`config.mk`:
```
export PLATFORM = sky130hd
export DESIGN_NAME = fen_decoder
export DESIGN_NICKNAME = d
export VERILOG_FILES = /design/src/rtl/fen_decoder.sv
export SDC_FILE = /design/constraint.sdc
export NUM_CORES = 1
export LEC_CHECK = 0
export ABC_AREA = 1
export ABC_CLOCK_PERIOD_IN_PS = 11200
export CORE_MARGIN = 1
export CORE_UTILIZATION = 41
export DETAILED_ROUTE_END_ITERATION = 10
export GPL_TIMING_DRIVEN = 0
export HOLD_SLACK_MARGIN = 0.12
export PLACE_DENSITY = 0.7
export SETUP_SLACK_MARGIN = 0.02
export SYNTH_ARGS = -nofsm -noshare
export SYNTH_HDL_FRONTEND = slang
export SYNTH_SLANG_ARGS = --single-unit
```
`constraint.sdc`:
```
create_clock -name clk -period 11.2 [get_ports clk]
set_clock_uncertainty 0.15 [all_clocks]
set_input_delay 2.24 -clock clk [delete_from_list [all_inputs] [get_ports clk]]
set_output_delay 2.24 -clock clk [all_outputs]
set_load 0.01 [all_outputs]
```
`src/rtl/fen_decoder.sv`:
```
// rtl/fen_decoder.sv - streaming FEN parser with a 64-square nibble board emitter
// Optional placement checking (suppresses emission on error) under FEN_CHECK_EN.
module fen_decoder (
    input  logic        clk,
    input  logic        rst,
    input  logic [7:0]  in_data,
    input  logic        in_sop,
    input  logic        in_eop,
    input  logic        in_valid,
    output logic        o_pos_valid,
    output logic [3:0]  o_pos_data,
    output logic        o_pos_sop,
    output logic        o_pos_eop,
    output logic        o_wtp,
    output logic [3:0]  o_castle,
    output logic [2:0]  o_ep,
    output logic [15:0] o_hmcount,
    output logic [15:0] o_fmcount
);

    typedef enum logic [2:0] {
        S_IDLE, S_PLACE, S_SIDE, S_CASTLE, S_EP, S_HALF, S_FULL
    } state_t;

    state_t     state, state_n, cur;

    logic [3:0] board [64];
    logic [6:0] wp, wp_n, wp_eff, wp_sum;
    logic [5:0] emit_idx;

    logic       restart, is_space, is_digit, is_place_digit, is_piece, is_file;
    logic       place_en, side_en, castle_en, ep_en, half_en, full_en;
    logic       trigger_raw, trigger;
    logic [3:0] piece, first_sq;

    function automatic logic [3:0] piece_code(input logic [7:0] c);
        case (c)
            "P":     piece_code = 4'h1;
            "N":     piece_code = 4'h2;
            "B":     piece_code = 4'h3;
            "R":     piece_code = 4'h4;
            "Q":     piece_code = 4'h5;
            "K":     piece_code = 4'h6;
            "p":     piece_code = 4'h9;
            "n":     piece_code = 4'hA;
            "b":     piece_code = 4'hB;
            "r":     piece_code = 4'hC;
            "q":     piece_code = 4'hD;
            "k":     piece_code = 4'hE;
            default: piece_code = 4'h0;
        endcase
    endfunction

    function automatic logic [15:0] dec_step(input logic [15:0] cnt, input logic [3:0] d);
        dec_step = cnt * 16'd10 + {12'd0, d};
    endfunction

    assign restart        = in_valid & in_sop;
    assign is_space       = (in_data == 8'h20);
    assign is_digit       = (in_data >= "0") && (in_data <= "9");
    assign is_place_digit = (in_data >= "1") && (in_data <= "8");
    assign is_file        = (in_data >= "a") && (in_data <= "h");
    assign piece          = piece_code(in_data);
    assign is_piece       = (piece != 4'h0);
    // A sop byte is always parsed as the first placement character.
    assign cur            = restart ? S_PLACE : state;

    always_ff @(posedge clk or posedge rst) begin
        if (rst) state <= S_IDLE;
        else     state <= state_n;
    end

    always_comb begin
        state_n = state;
        if (in_valid) begin
            state_n = cur;
            if (is_space) begin
                case (cur)
                    S_PLACE:  state_n = S_SIDE;
                    S_SIDE:   state_n = S_CASTLE;
                    S_CASTLE: state_n = S_EP;
                    S_EP:     state_n = S_HALF;
                    S_HALF:   state_n = S_FULL;
                    default:  state_n = cur;
                endcase
            end
            if (in_eop) state_n = S_IDLE;
        end
    end

    always_comb begin
        place_en  = 1'b0;
        side_en   = 1'b0;
        castle_en = 1'b0;
        ep_en     = 1'b0;
        half_en   = 1'b0;
        full_en   = 1'b0;
        if (in_valid && !is_space) begin
            case (cur)
                S_PLACE:  place_en  = 1'b1;
                S_SIDE:   side_en   = 1'b1;
                S_CASTLE: castle_en = 1'b1;
                S_EP:     ep_en     = 1'b1;
                S_HALF:   half_en   = 1'b1;
                S_FULL:   full_en   = 1'b1;
                default:  ;
            endcase
        end
        trigger_raw = in_valid && (cur == S_PLACE) && (is_space || in_eop);
    end

    always_comb begin
        wp_eff = restart ? 7'd0 : wp;
        wp_sum = wp_eff + {3'd0, in_data[3:0]};
        wp_n   = wp_eff;
        if (place_en) begin
            if (is_piece)
                wp_n = (wp_eff == 7'd64) ? 7'd64 : wp_eff + 7'd1;
            else if (is_place_digit)
                wp_n = (wp_sum > 7'd64) ? 7'd64 : wp_sum;
        end
    end

`ifdef FEN_CHECK_EN
    logic       err, err_n;
    logic [7:0] rank_end;

    always_comb begin
        err_n    = restart ? 1'b0 : err;
        rank_end = {1'b0, wp_eff[6:3], 3'b000} + 8'd8;
        if (place_en) begin
            if (in_data == "/") begin
                if ((wp_eff == 7'd0) || (wp_eff[2:0] != 3'd0)) err_n = 1'b1;
            end else if (is_place_digit) begin
                if ({1'b0, wp_sum} > rank_end) err_n = 1'b1;
            end else if (!is_piece) begin
                err_n = 1'b1;
            end
        end
        if (trigger_raw && (wp_n != 7'd64)) err_n = 1'b1;
    end

    always_ff @(posedge clk or posedge rst) begin
        if (rst) err <= 1'b0;
        else     err <= err_n;
    end

    assign trigger = trigger_raw && !err_n;
`else
    assign trigger = trigger_raw;
`endif

    always_ff @(posedge clk or posedge rst) begin
        if (rst) begin
            wp <= 7'd0;
            for (int i = 0; i < 64; i++) board[i] <= 4'h0;
        end else begin
            wp <= wp_n;
            if (restart)
                for (int i = 0; i < 64; i++) board[i] <= 4'h0;
            if (place_en && is_piece && !wp_eff[6])
                board[wp_eff[5:0]] <= piece;
        end
    end

    // Square 0 as it will stand after this edge, so beat 0 is valid on the first cycle.
    assign first_sq = (place_en && is_piece && (wp_eff == 7'd0)) ? piece :
                      (restart ? 4'h0 : board[0]);

    always_ff @(posedge clk or posedge rst) begin
        if (rst) begin
            o_pos_valid <= 1'b0;
            o_pos_data  <= 4'h0;
            o_pos_sop   <= 1'b0;
            o_pos_eop   <= 1'b0;
            emit_idx    <= 6'd0;
        end else if (trigger) begin
            o_pos_valid <= 1'b1;
            o_pos_data  <= first_sq;
            o_pos_sop   <= 1'b1;
            o_pos_eop   <= 1'b0;
            emit_idx    <= 6'd0;
        end else if (restart || (o_pos_valid && (emit_idx == 6'd63))) begin
            o_pos_valid <= 1'b0;
            o_pos_data  <= 4'h0;
            o_pos_sop   <= 1'b0;
            o_pos_eop   <= 1'b0;
            emit_idx    <= 6'd0;
        end else if (o_pos_valid) begin
            o_pos_data  <= board[emit_idx + 6'd1];
            o_pos_sop   <= 1'b0;
            o_pos_eop   <= (emit_idx == 6'd62);
            emit_idx    <= emit_idx + 6'd1;
        end
    end

    always_ff @(posedge clk or posedge rst) begin
        if (rst) begin
            o_wtp     <= 1'b0;
            o_castle  <= 4'h0;
            o_ep      <= 3'd0;
            o_hmcount <= 16'd0;
            o_fmcount <= 16'd0;
        end else if (restart) begin
            o_wtp     <= 1'b0;
            o_castle  <= 4'h0;
            o_ep      <= 3'd0;
            o_hmcount <= 16'd0;
            o_fmcount <= 16'd0;
        end else begin
            if (side_en) begin
                if (in_data == "w")      o_wtp <= 1'b1;
                else if (in_data == "b") o_wtp <= 1'b0;
            end
            if (castle_en) begin
                if (in_data == "K") o_castle[3] <= 1'b1;
                if (in_data == "Q") o_castle[2] <= 1'b1;
                if (in_data == "k") o_castle[1] <= 1'b1;
                if (in_data == "q") o_castle[0] <= 1'b1;
            end
            // 'a'..'h' have low bits 1..7,0, so subtracting one yields the file index.
            if (ep_en && is_file) o_ep <= in_data[2:0] - 3'd1;
            if (half_en && is_digit) o_hmcount <= dec_step(o_hmcount, in_data[3:0]);
            if (full_en && is_digit) o_fmcount <= dec_step(o_fmcount, in_data[3:0]);
        end
    end

endmodule

```
==> impl_metrics.py <==
metrics = {
    "run_status": {
        "run_status": "finished with violations",
        "failed_checks": "max-capacitance violations, max-slew violations",
    },
    "clock_network": {
        "cts-htree-levels": 2,
        "cts_inserted_buffers": 36,
        "cts_resized": 0,
        "cts_hold_buf": 0,
        "clk_path_buf_depth": 3,
        "postCtsSetupRepairBufs": 0,
        "insertion_delay_ns": 0.54,
        "clock-sinks": 319,
        "cts_tree": "done",
        "root_buffer": "clkbuf_16",
        "path_clk_slew_ns": 0.06,
    },
    "setup_path": {
        "arrival_ns": 5.53,
        "crit_family": "simple AND/OR/NAND/NOR gates",
        "end_kind": "register",
        "critPathLaunchType": "primary input",
        "slowest_stage": "clkdlybuf4s50_1",
        "cp_cell_sequence": "clkdlybuf4s50_1 -> inv_1 -> ha_1 -> nand2_1 -> nor3_2 -> o21ai_0 -> nand2_1 -> nor2_1 -> inv_1 -> nand2_1 -> nand2_1",
        "crit_fanout": 8,
        "crit_top_cell": "nand2_1",
        "slowest_delay_ns": 0.70,
        "required_ns": 11.46,
        "cp_num_buf_inv": 3,
        "setup.worst_path.class": "primary input to register",
    },
    "placed_design": {
        "dp_hpwl_um": 40720,
        "port-buffer-count": 59,
        "post_dp_cell_area_um2": 19290,
        "gp_congestion": 0.9521,
    },
    "power_and_ir_drop": {
        "p_int_w": 0.002151,
        "ir_drop_mv": 0.09513,
        "pwr_density_cell_nw_per_um2": 159.7,
        "switching_share": 0.3444,
        "power_frac_clock": 0.379,
        "leakage_nw": 9.201,
        "comb_power_share": 0.260,
        "switchingPower_w": 0.001130,
        "seqPwrFrac": 0.361,
    },
    "flow_run": {
        "maxCapViolations": 1,
    },
    "finish": {
        "insertedDiodeCount": 0,
        "layout-drive-gt1-share": 0.04889,
        "layout_common_cells": "416 x o21ai_0, 383 x nand2_1, 354 x nand3_1",
        "finalInstanceArea_um2": 20550,
        "final_common_cell": "o21ai_0",
        "nNetsFinal": 2485,
        "syn_to_final_growth_pct": 15.55,
    },
    "sta": {
        "period_share": 0.4701,
        "setup_violations": 0,
        "period_minus_slack_ns": 5.266,
        "slew_violations": 9,
        "fmax_mhz": 189.9,
        "slew_headroom": -0.03809,
        "hold_viol": 0,
        "grt_setup_unrepaired": "no",
        "tns_ns": 0,
        "worst_pin_slew_ns": 1.551,
    },
    "synthesis": {
        "postSynthCellCount": 2300,
        "synthXorXnorAreaFrac": 0.006894,
        "ys_seq_area_frac": 0.4488,
        "yosys_warnings": 0,
        "yosys_most_used_dff": "dfrtp_1",
        "ys_ff_latch": 319,
        "synth_top_family_by_area": "simple AND/OR/NAND/NOR gates",
        "synthMuxAreaShare": 0,
        "synth_area_um2": 17790,
        "synth_async_sr_flop_share": 1.000,
        "syn_avg_cell_area_um2": 7.734,
        "synth-simple-area-share": 0.2601,
        "syn_nets": 2378,
        "synth_edf_count": 0,
        "synth_compound_area_frac": 0.1825,
        "synth.distinct_cells": 46,
        "synthAdderAreaFrac": 0.04741,
    },
    "global_routing": {
        "overflow": 0,
        "track_usage": 0.2563,
        "grt_pass1_vias": 16435,
        "grt_max_degree": 44,
        "grt_pass1_wl_um": 89740,
        "grt_antenna_before_repair": 0,
    },
    "floorplan": {
        "start_util": 0.4203,
        "fp.dieH_um": 210.3,
        "num_io_pins": 60,
        "die_w_um": 210.3,
        "dieArea_um2": 44220,
        "row_count": 75,
        "core_um2": 42320,
    },
    "detailed_routing": {
        "drt-total-wl_um": 56390,
        "via_per_inst": 5.780,
        "drcViolationCount": 0,
        "drt-initial-drc-count": 2009,
        "vias": 17404,
        "first_pass_iters": 6,
        "ant_nets": 0,
        "wire_per_inst_um": 18.73,
    },
    "min_path": {
        "hold_class": "register to register",
    },
}
-- flip-flops by register name (all words and copies together), names as in the netlist, 3 cells and up --
register    flops
o_ep            3
emit_idx        6
o_fmcount      16
board         256
o_castle        4
wp              7
o_hmcount      16
o_pos_data      4
state           3
-- synthesized netlist by cell type, types with 3 or more instances --
cell,number,area share
buf_2,5,0.0014
a32o_1,14,0.0079
dfrtp_1,319,0.45
o21bai_1,3,0.0013
nor2_1,251,0.053
inv_2,7,0.0015
nor3_4,4,0.0037
a31oi_1,9,0.0032
nand4_1,12,0.0042
ha_1,61,0.043
nand2_1,383,0.081
o211ai_1,33,0.014
nor2_2,7,0.0025
nor3_1,13,0.0037
inv_1,132,0.028
nand3_1,354,0.10
o22ai_1,26,0.0091
nand2_2,4,0.0014
o21ai_0,416,0.12
nand3_2,6,0.0034
a21oi_1,45,0.013
fa_1,4,0.0045
a22o_1,6,0.0030
buf_1,13,0.0027
and2_1,3,0.0011
xnor2_1,9,0.0044
o31ai_1,3,0.0013
nor3_2,3,0.0017
clkbuf_1,92,0.019
o21ai_1,38,0.011
xor2_1,5,0.0025
-- stage by stage --
stage	hold slack (ns)	power, W	util	setup WS (ns)	instances
floorplan	0.3226	0.001711	-	4.557	2300
global placement	0.3202	0.002008	0.4514	2.352	2936
detailed placement	0.3273	0.002020	0.4558	5.473	2946
CTS	0.3417	0.003258	0.4856	6.006	3011
global route	0.3593	0.003408	0.4856	5.702	3011
finish	0.3333	0.003282	0.4856	5.934	3011
-- routing by layer --
layer | GRT usage | vias up | part of all wire
met4 | 0.1186 | 0 | 0.046
met3 | 0.04470 | 160 | 0.079
met2 | 0.3996 | 747 | 0.44
met1 | 0.3476 | 8341 | 0.43
li1 | - | 8156 | -
met5 | 0 | - | 0
-- kinds of logic (layout without fill, tap and decap cells) --
kind of cell / count (synthesis) / in the layout
AO/OA/AOI/OAI: 598 / 598
XOR/XNOR: 14 / 14
adder cells (fa/ha/maj): 65 / 65
buffers and inverters: 253 / 387
flip-flops: 319 / 319
AND/OR/NAND/NOR: 1051 / 1051
-- worst min-delay path, stage by stage, from the launching register on --
cell and delay, ns:
dfrtp_1 0.34, nand2_1 0.05, o31ai_1 0.05
-- final timing paths --
check	slack [ns]	to	startpoint	cells past startpoint
worst max-delay path	5.93	o_pos_data[0]	in_data[1]	11
worst min-delay path	0.33	o_ep[1]	o_ep[1]	2
worst max register to register	6.24	o_pos_data[1]	emit_idx[0]	17
worst min register to register	0.33	o_ep[1]	o_ep[1]	2
max in group asynchronous	7.52	board[44]	rst	6
min in group asynchronous	1.95	board[198]	rst	2
-- power by group through the flow --
stage | sequential [W] | clock, W | combinational (W)
2_1_floorplan | 0.00121 | 0 | 0.000506
3_3_place_gp | 0.00120 | 0 | 0.000804
3_5_place_dp | 0.00120 | 0 | 0.000816
4_1_cts | 0.00118 | 0.00125 | 0.000820
5_1_grt | 0.00119 | 0.00130 | 0.000918
6_report | 0.00118 | 0.00125 | 0.000853
-- layout make-up --
class,instances,area (µm²)
fillers,4077,21770
multi-input cells,1728,8846
flip-flops and latches,319,7983
clock buffers,55,1145
repair buffers,69,773.2
well taps,577,721.9
inverters,142,539.3
plain buffers,111,430.4
clock inverters,10,113.9
No activity file was read; power rests on OpenSTA's default activity.
